[src/rtl/dmem_access_ctrl_pkg.sv]
// rtl/dmem_access_ctrl_pkg.sv - shared encodings, state type and helpers for dmem_access_ctrl
// Optional feature macro used by the controller: MEM_MISALIGN_EXC_EN.
package dmem_access_ctrl_pkg;

  localparam logic [1:0] SZ_BYTE = 2'b00;
  localparam logic [1:0] SZ_HALF = 2'b01;
  localparam logic [1:0] SZ_WORD = 2'b10;

  localparam int DMEM_WORDS = 1024;
  localparam int DMEM_AW    = $clog2(DMEM_WORDS);

  typedef logic [2:0] state_t;
  localparam state_t ST_IDLE     = 3'd0;
  localparam state_t ST_RD_ISSUE = 3'd1;
  localparam state_t ST_RD_DATA  = 3'd2;
  localparam state_t ST_WR       = 3'd3;
  localparam state_t ST_EXC      = 3'd4;

  typedef struct packed {
    logic        write;
    logic [1:0]  size;
    logic        sgn;
    logic [1:0]  addr_lo;
    logic [31:0] wr_data;
  } req_t;

  // Encoding 11 is an alias for a full word.
  function automatic logic [1:0] norm_size(input logic [1:0] size);
    return (size == 2'b11) ? SZ_WORD : size;
  endfunction

  function automatic logic is_misaligned(input logic [1:0] size, input logic [1:0] addr_lo);
    logic [1:0] sz;
    sz = norm_size(size);
    return ((sz == SZ_HALF) && addr_lo[0]) || ((sz == SZ_WORD) && (addr_lo != 2'b00));
  endfunction

endpackage

[src/rtl/dmem_access_ctrl_mem_lane_align.sv]
// rtl/dmem_access_ctrl_mem_lane_align.sv - combinational load extract/extend and store lane merge
// Little-endian lanes; half-words use addr_lo_i[1] only, so an odd half address is folded down.
module mem_lane_align
  import dmem_access_ctrl_pkg::*;
(
  input  logic [1:0]  size_i,
  input  logic        sgn_i,
  input  logic [1:0]  addr_lo_i,
  input  logic [31:0] rd_word_i,
  input  logic [31:0] wr_data_i,
  output logic [31:0] ld_data_o,
  output logic [31:0] st_word_o
);

  logic [7:0]  byte_sel;
  logic [15:0] half_sel;

  always_comb begin
    byte_sel  = rd_word_i[{addr_lo_i, 3'b000} +: 8];
    half_sel  = rd_word_i[{addr_lo_i[1], 4'b0000} +: 16];
    ld_data_o = rd_word_i;
    st_word_o = rd_word_i;
    case (norm_size(size_i))
      SZ_BYTE: begin
        ld_data_o = {{24{sgn_i & byte_sel[7]}}, byte_sel};
        st_word_o[{addr_lo_i, 3'b000} +: 8] = wr_data_i[7:0];
      end
      SZ_HALF: begin
        ld_data_o = {{16{sgn_i & half_sel[15]}}, half_sel};
        st_word_o[{addr_lo_i[1], 4'b0000} +: 16] = wr_data_i[15:0];
      end
      default: begin
        ld_data_o = rd_word_i;
        st_word_o = wr_data_i;
      end
    endcase
  end

endmodule

[src/rtl/dmem_access_ctrl.sv]
// rtl/dmem_access_ctrl.sv - MEM-stage load/store controller with read-modify-write for sub-word stores
// Define MEM_MISALIGN_EXC_EN to trap misaligned half/word accesses and expose RspExc.
module dmem_access_ctrl
  import dmem_access_ctrl_pkg::*;
(
  input  logic        Clk,
  input  logic        Rst_n,
  input  logic        ReqValid,
  output logic        ReqReady,
  input  logic        ReqWrite,
  input  logic [1:0]  ReqSize,
  input  logic        ReqSigned,
  input  logic [31:0] ReqAddr,
  input  logic [31:0] ReqWrData,
  output logic        RspValid,
  output logic [31:0] RspData,
  output logic [31:0] DmemAddr,
  output logic        DmemWrite,
  output logic [31:0] DmemWrData,
  input  logic [31:0] DmemRdData
`ifdef MEM_MISALIGN_EXC_EN
  ,
  output logic        RspExc
`endif
);

  state_t      state_q, state_d;
  req_t        req_q;
  logic [31:0] dmem_addr_q;
  logic [31:0] dmem_wr_data_q, dmem_wr_data_d;
  logic        dmem_write_q;
  logic [31:0] rsp_data_q;
  logic        accept, bad_align, load_done;
  logic [31:0] ld_data, st_word;
  logic        unused_addr_hi;

  assign unused_addr_hi = ^ReqAddr[31:DMEM_AW+2];

  assign ReqReady  = (state_q == ST_IDLE);
  assign accept    = ReqValid & ReqReady;
  assign load_done = (state_q == ST_RD_DATA) && !req_q.write;

`ifdef MEM_MISALIGN_EXC_EN
  assign bad_align = is_misaligned(ReqSize, ReqAddr[1:0]);
  assign RspExc    = (state_q == ST_EXC);
`else
  assign bad_align = 1'b0;
`endif

  mem_lane_align u_lane_align (
    .size_i    (req_q.size),
    .sgn_i     (req_q.sgn),
    .addr_lo_i (req_q.addr_lo),
    .rd_word_i (DmemRdData),
    .wr_data_i (req_q.wr_data),
    .ld_data_o (ld_data),
    .st_word_o (st_word)
  );

  always_comb begin
    state_d        = state_q;
    dmem_wr_data_d = dmem_wr_data_q;
    case (state_q)
      ST_IDLE: begin
        if (accept) begin
          if (bad_align) begin
            state_d = ST_EXC;
          end else if (ReqWrite && (norm_size(ReqSize) == SZ_WORD)) begin
            state_d        = ST_WR;
            dmem_wr_data_d = ReqWrData;
          end else begin
            state_d = ST_RD_ISSUE;
          end
        end
      end
      ST_RD_ISSUE: state_d = ST_RD_DATA;
      ST_RD_DATA: begin
        // Sub-word stores merge into the word just read back.
        if (req_q.write) begin
          state_d        = ST_WR;
          dmem_wr_data_d = st_word;
        end else begin
          state_d = ST_IDLE;
        end
      end
      default: state_d = ST_IDLE;
    endcase
  end

  always_ff @(posedge Clk) begin
    if (!Rst_n) begin
      state_q        <= ST_IDLE;
      req_q          <= '0;
      dmem_addr_q    <= '0;
      dmem_wr_data_q <= '0;
      dmem_write_q   <= 1'b0;
      rsp_data_q     <= '0;
    end else begin
      state_q        <= state_d;
      dmem_write_q   <= (state_d == ST_WR);
      dmem_wr_data_q <= dmem_wr_data_d;
      if (accept) begin
        req_q <= '{write: ReqWrite, size: ReqSize, sgn: ReqSigned,
                   addr_lo: ReqAddr[1:0], wr_data: ReqWrData};
        dmem_addr_q <= 32'(ReqAddr[DMEM_AW+1:2]);
      end
      if (load_done) begin
        rsp_data_q <= ld_data;
      end
    end
  end

  assign DmemAddr   = dmem_addr_q;
  assign DmemWrite  = dmem_write_q;
  assign DmemWrData = dmem_wr_data_q;
  assign RspValid   = load_done || (state_q == ST_WR) || (state_q == ST_EXC);
  assign RspData    = load_done ? ld_data : rsp_data_q;

endmodule

[config.mk]
export PLATFORM = sky130hd
export DESIGN_NAME = dmem_access_ctrl
export DESIGN_NICKNAME = d
export VERILOG_FILES = /design/src/rtl/dmem_access_ctrl_pkg.sv /design/src/rtl/dmem_access_ctrl_mem_lane_align.sv /design/src/rtl/dmem_access_ctrl.sv
export SDC_FILE = /design/constraint.sdc
export NUM_CORES = 1
export LEC_CHECK = 0
export CORE_MARGIN = 2
export CORE_UTILIZATION = 40
export DETAILED_ROUTE_END_ITERATION = 7
export MAX_ROUTING_LAYER = met4
export PLACE_DENSITY = 0.7
export SLEW_MARGIN = 40
export SYNTH_ARGS = -nofsm -noshare
export SYNTH_HDL_FRONTEND = slang
export SYNTH_SLANG_ARGS = --single-unit
[constraint.sdc]
create_clock -name Clk -period 3.25 [get_ports Clk]
set_clock_uncertainty 0.1 [all_clocks]
set_input_delay 0.65 -clock Clk [delete_from_list [all_inputs] [get_ports Clk]]
set_output_delay 0.65 -clock Clk [all_outputs]
set_load 0.03 [all_outputs]
==> reports/qor.yml <==
synthArstFlopShare: 0
netlist_area_um2: 6600
layout_setup_ws_ns: 0.0726
grtUsageTotal: 0.252
post-cts-setup-buffers: 0
insertion_delay_ns: 0.42
status: "complete, no violations"
htreeDepth: 4
worstMarginPinSlew_ns: 0.779
synth_common_cells: "162 x nand2_1, 116 x dfxtp_1, 81 x a21oi_1"
gp_congestion: 0.958
grt_start_max_net_pins: 49
postRouteAntennaNets: 0
cts.path.max_buffers: 2
drc: 0
vdd_ir_drop_max_uv: 359
powerDensity_nw_per_um2: 469
worstPathMaxFanout: 16
fin_crit_sh: 0.978
cts_inserted_buffers: 17
hpwl_um: 15700
hold_viol_final: 0
drt_pass1_iterations: 5
core_area_um2: 16000
vias_per_cell: 5.54
start_kind: "input port"
clock_sinks: 116
setup_violations: 0
p_int_mw: 3.13
topRoutingLayerUsed: "met4"
rsz0062_at_grt: "no"
cp.arrival_ns: 2.43
clkPwrFrac: 0.487
grt_pass1_vias: 6158
final_max_slew_viol_count: 0
yosys.area.top_type: "dfxtp_1"
cp-end-kind: "output pin"
die_area_um2: 17500
final_util: 0.566
grt_pass1_wl_um: 34000
ys_seq_area_frac: 0.352
layout_min_cycle_time_ns: 3.18
required_ns: 2.50
synth_edf_count: 0
synth_top_area_share: 0.352
n_antenna_cell: 0
crit_type: "input port to output pin"
drt-initial-drc-count: 615
clock.fmax_ghz: 0.315
clkTransAtPathRegs_ns: 0.05
drt-total-wl_um: 21700
area_growth_syn_to_layout_pct: 37.3
pre_cts_slack_ns: -0.126
slew_headroom: 0.473
fin_nets: 1047
drt-met1-wl_um: 9690
drv_cap: 0
start_util: 0.412
yosys_warnings: 0
rows: 46
wire_per_inst_um: 18.6
worstHoldPathType: "flip-flop to flip-flop"
synth_cell_types: 57
wl_met2_um: 9950
r2r_slack_ns: 0.68
wl_met3_um: 1520
cts_tree: "yes"
antenna_found_initial: 0
sequentialPowerShare: 0.357
chipHeight_um: 132
cts-root-buf: "clkbuf_16"
pwr-share-comb: 0.157
p_leak_nw: 3.36
vias: 6475
yosys-top-cells-area: "dfxtp_1 35%, nand2_1 9.2%, a21oi_1 6.1%"
drive_gt1_frac: 0.189
gr-total-overflow: 0
io_buffers: 159
yosys.cell_count.top_type: "nand2_1"
switchingPower_mw: 1.13
syn_avg_cell_area_um2: 8.47
ys.flop_type: "dfxtp_1"
synthCells: 779
switching_share: 0.265
ios: 202
die_w_um: 132
cts_hold_buf: 0
ys_ff_latch: 116
-- repair_timing --
action | 4_1_cts | 5_1_grt
setup endpoints to repair | 16 | 2
pin swaps | 0 | 0
resized for setup | 16 | 1
-- worst max-delay path: stages --
cell and delay (ns):
clkdlybuf4s50_1 0.48, mux2_2 0.30, buf_4 0.14, o2bb2ai_2 0.13, a211oi_4 0.27, buf_12 0.18, a21oi_1 0.09, buf_4 0.18
-- final timing paths --
kind / startpoint / endpoint / cells after the start
worst max-delay path: DmemRdData[15] / RspData[15] / 8
worst min-delay path: DmemAddr[3]$_SDFFE_PN0P_ / DmemAddr[3]$_SDFFE_PN0P_ / 2
worst max register to register: req_q[36]$_SDFFE_PN0P_ / DmemWrData[18]$_SDFFE_PN0P_ / 7
worst min register to register: DmemAddr[3]$_SDFFE_PN0P_ / DmemAddr[3]$_SDFFE_PN0P_ / 2
-- sequential cells by signal (all words and copies together) (netlist names) --
name / count
rsp_data_q: 32
DmemAddr: 10
DmemWrite: 1
req_q: 38
DmemWrData: 32
state_q: 3
-- routing by layer --
metal	vias up	global-route usage
li1	3101	-
met3	41	0.0571
met1	3065	0.332
met5	-	-
met4	0	0.0842
met2	268	0.383
-- metrics by stage --
step           hold slack (ns)  std cells  total power [mW]  cell area, um^2  setup TNS, ns
2_1_floorplan            0.336        801              1.93             6680              0
3_3_place_gp             0.341       1136              2.20             8420          -1.47
3_5_place_dp             0.348       1136              2.21             8430          -1.60
4_1_cts                  0.356       1168              4.28             9060              0
5_1_grt                  0.377       1168              4.40             9060              0
6_report                 0.351       1168              4.25             9060              0
-- layout by cell type, fill, tap and decap left out, types with 10 or more instances in the layout --
cell and n:
nor2_1 79, a2111oi_2 16, dfxtp_1 114, buf_4 60, dlygate4sd2_1 16, a22oi_1 14
a21oi_1 80, o21ai_0 10, conb_1 23, clkbuf_16 17, a32o_1 16, nand2_1 162
o31ai_2 29, clkdlybuf4s50_1 127, mux2i_1 26, mux2_2 16, a211oi_1 24
-- kinds of logic (layout without fill, tap and decap cells) --
| kind of cell | after synthesis | after routing | synth area share |
|---|---|---|---|
| compound gates | 244 | 244 | 0.304 |
| fa+ha+maj | 5 | 5 | 0.00948 |
| buf+inv | 94 | 245 | 0.0811 |
| flops | 116 | 116 | 0.352 |
| mux | 42 | 42 | 0.0667 |
| other cells | 1 | 23 | 0.000568 |
| simple gates | 277 | 277 | 0.186 |
-- power by group through the flow --
| stage | combinational [mW] | sequential, mW | clock [mW] |
|---|---|---|---|
| after global routing | 0.710 | 1.52 | 2.17 |
| after floorplan | 0.374 | 1.56 | 0 |
| after global placement | 0.658 | 1.54 | 0 |
| after detailed placement | 0.662 | 1.55 | 0 |
| final | 0.666 | 1.52 | 2.07 |
| after CTS | 0.661 | 1.51 | 2.11 |
-- layout make-up --
cell class,count,area [um^2]
fillers,1539,6940
clock buffers,19,443
repair buffers,207,1930
flip-flops and latches,116,2320
inverters,6,22.5
well taps,216,270
clock inverters,13,205
multi-input cells,591,3860
Power figures use the tool's default switching activity.
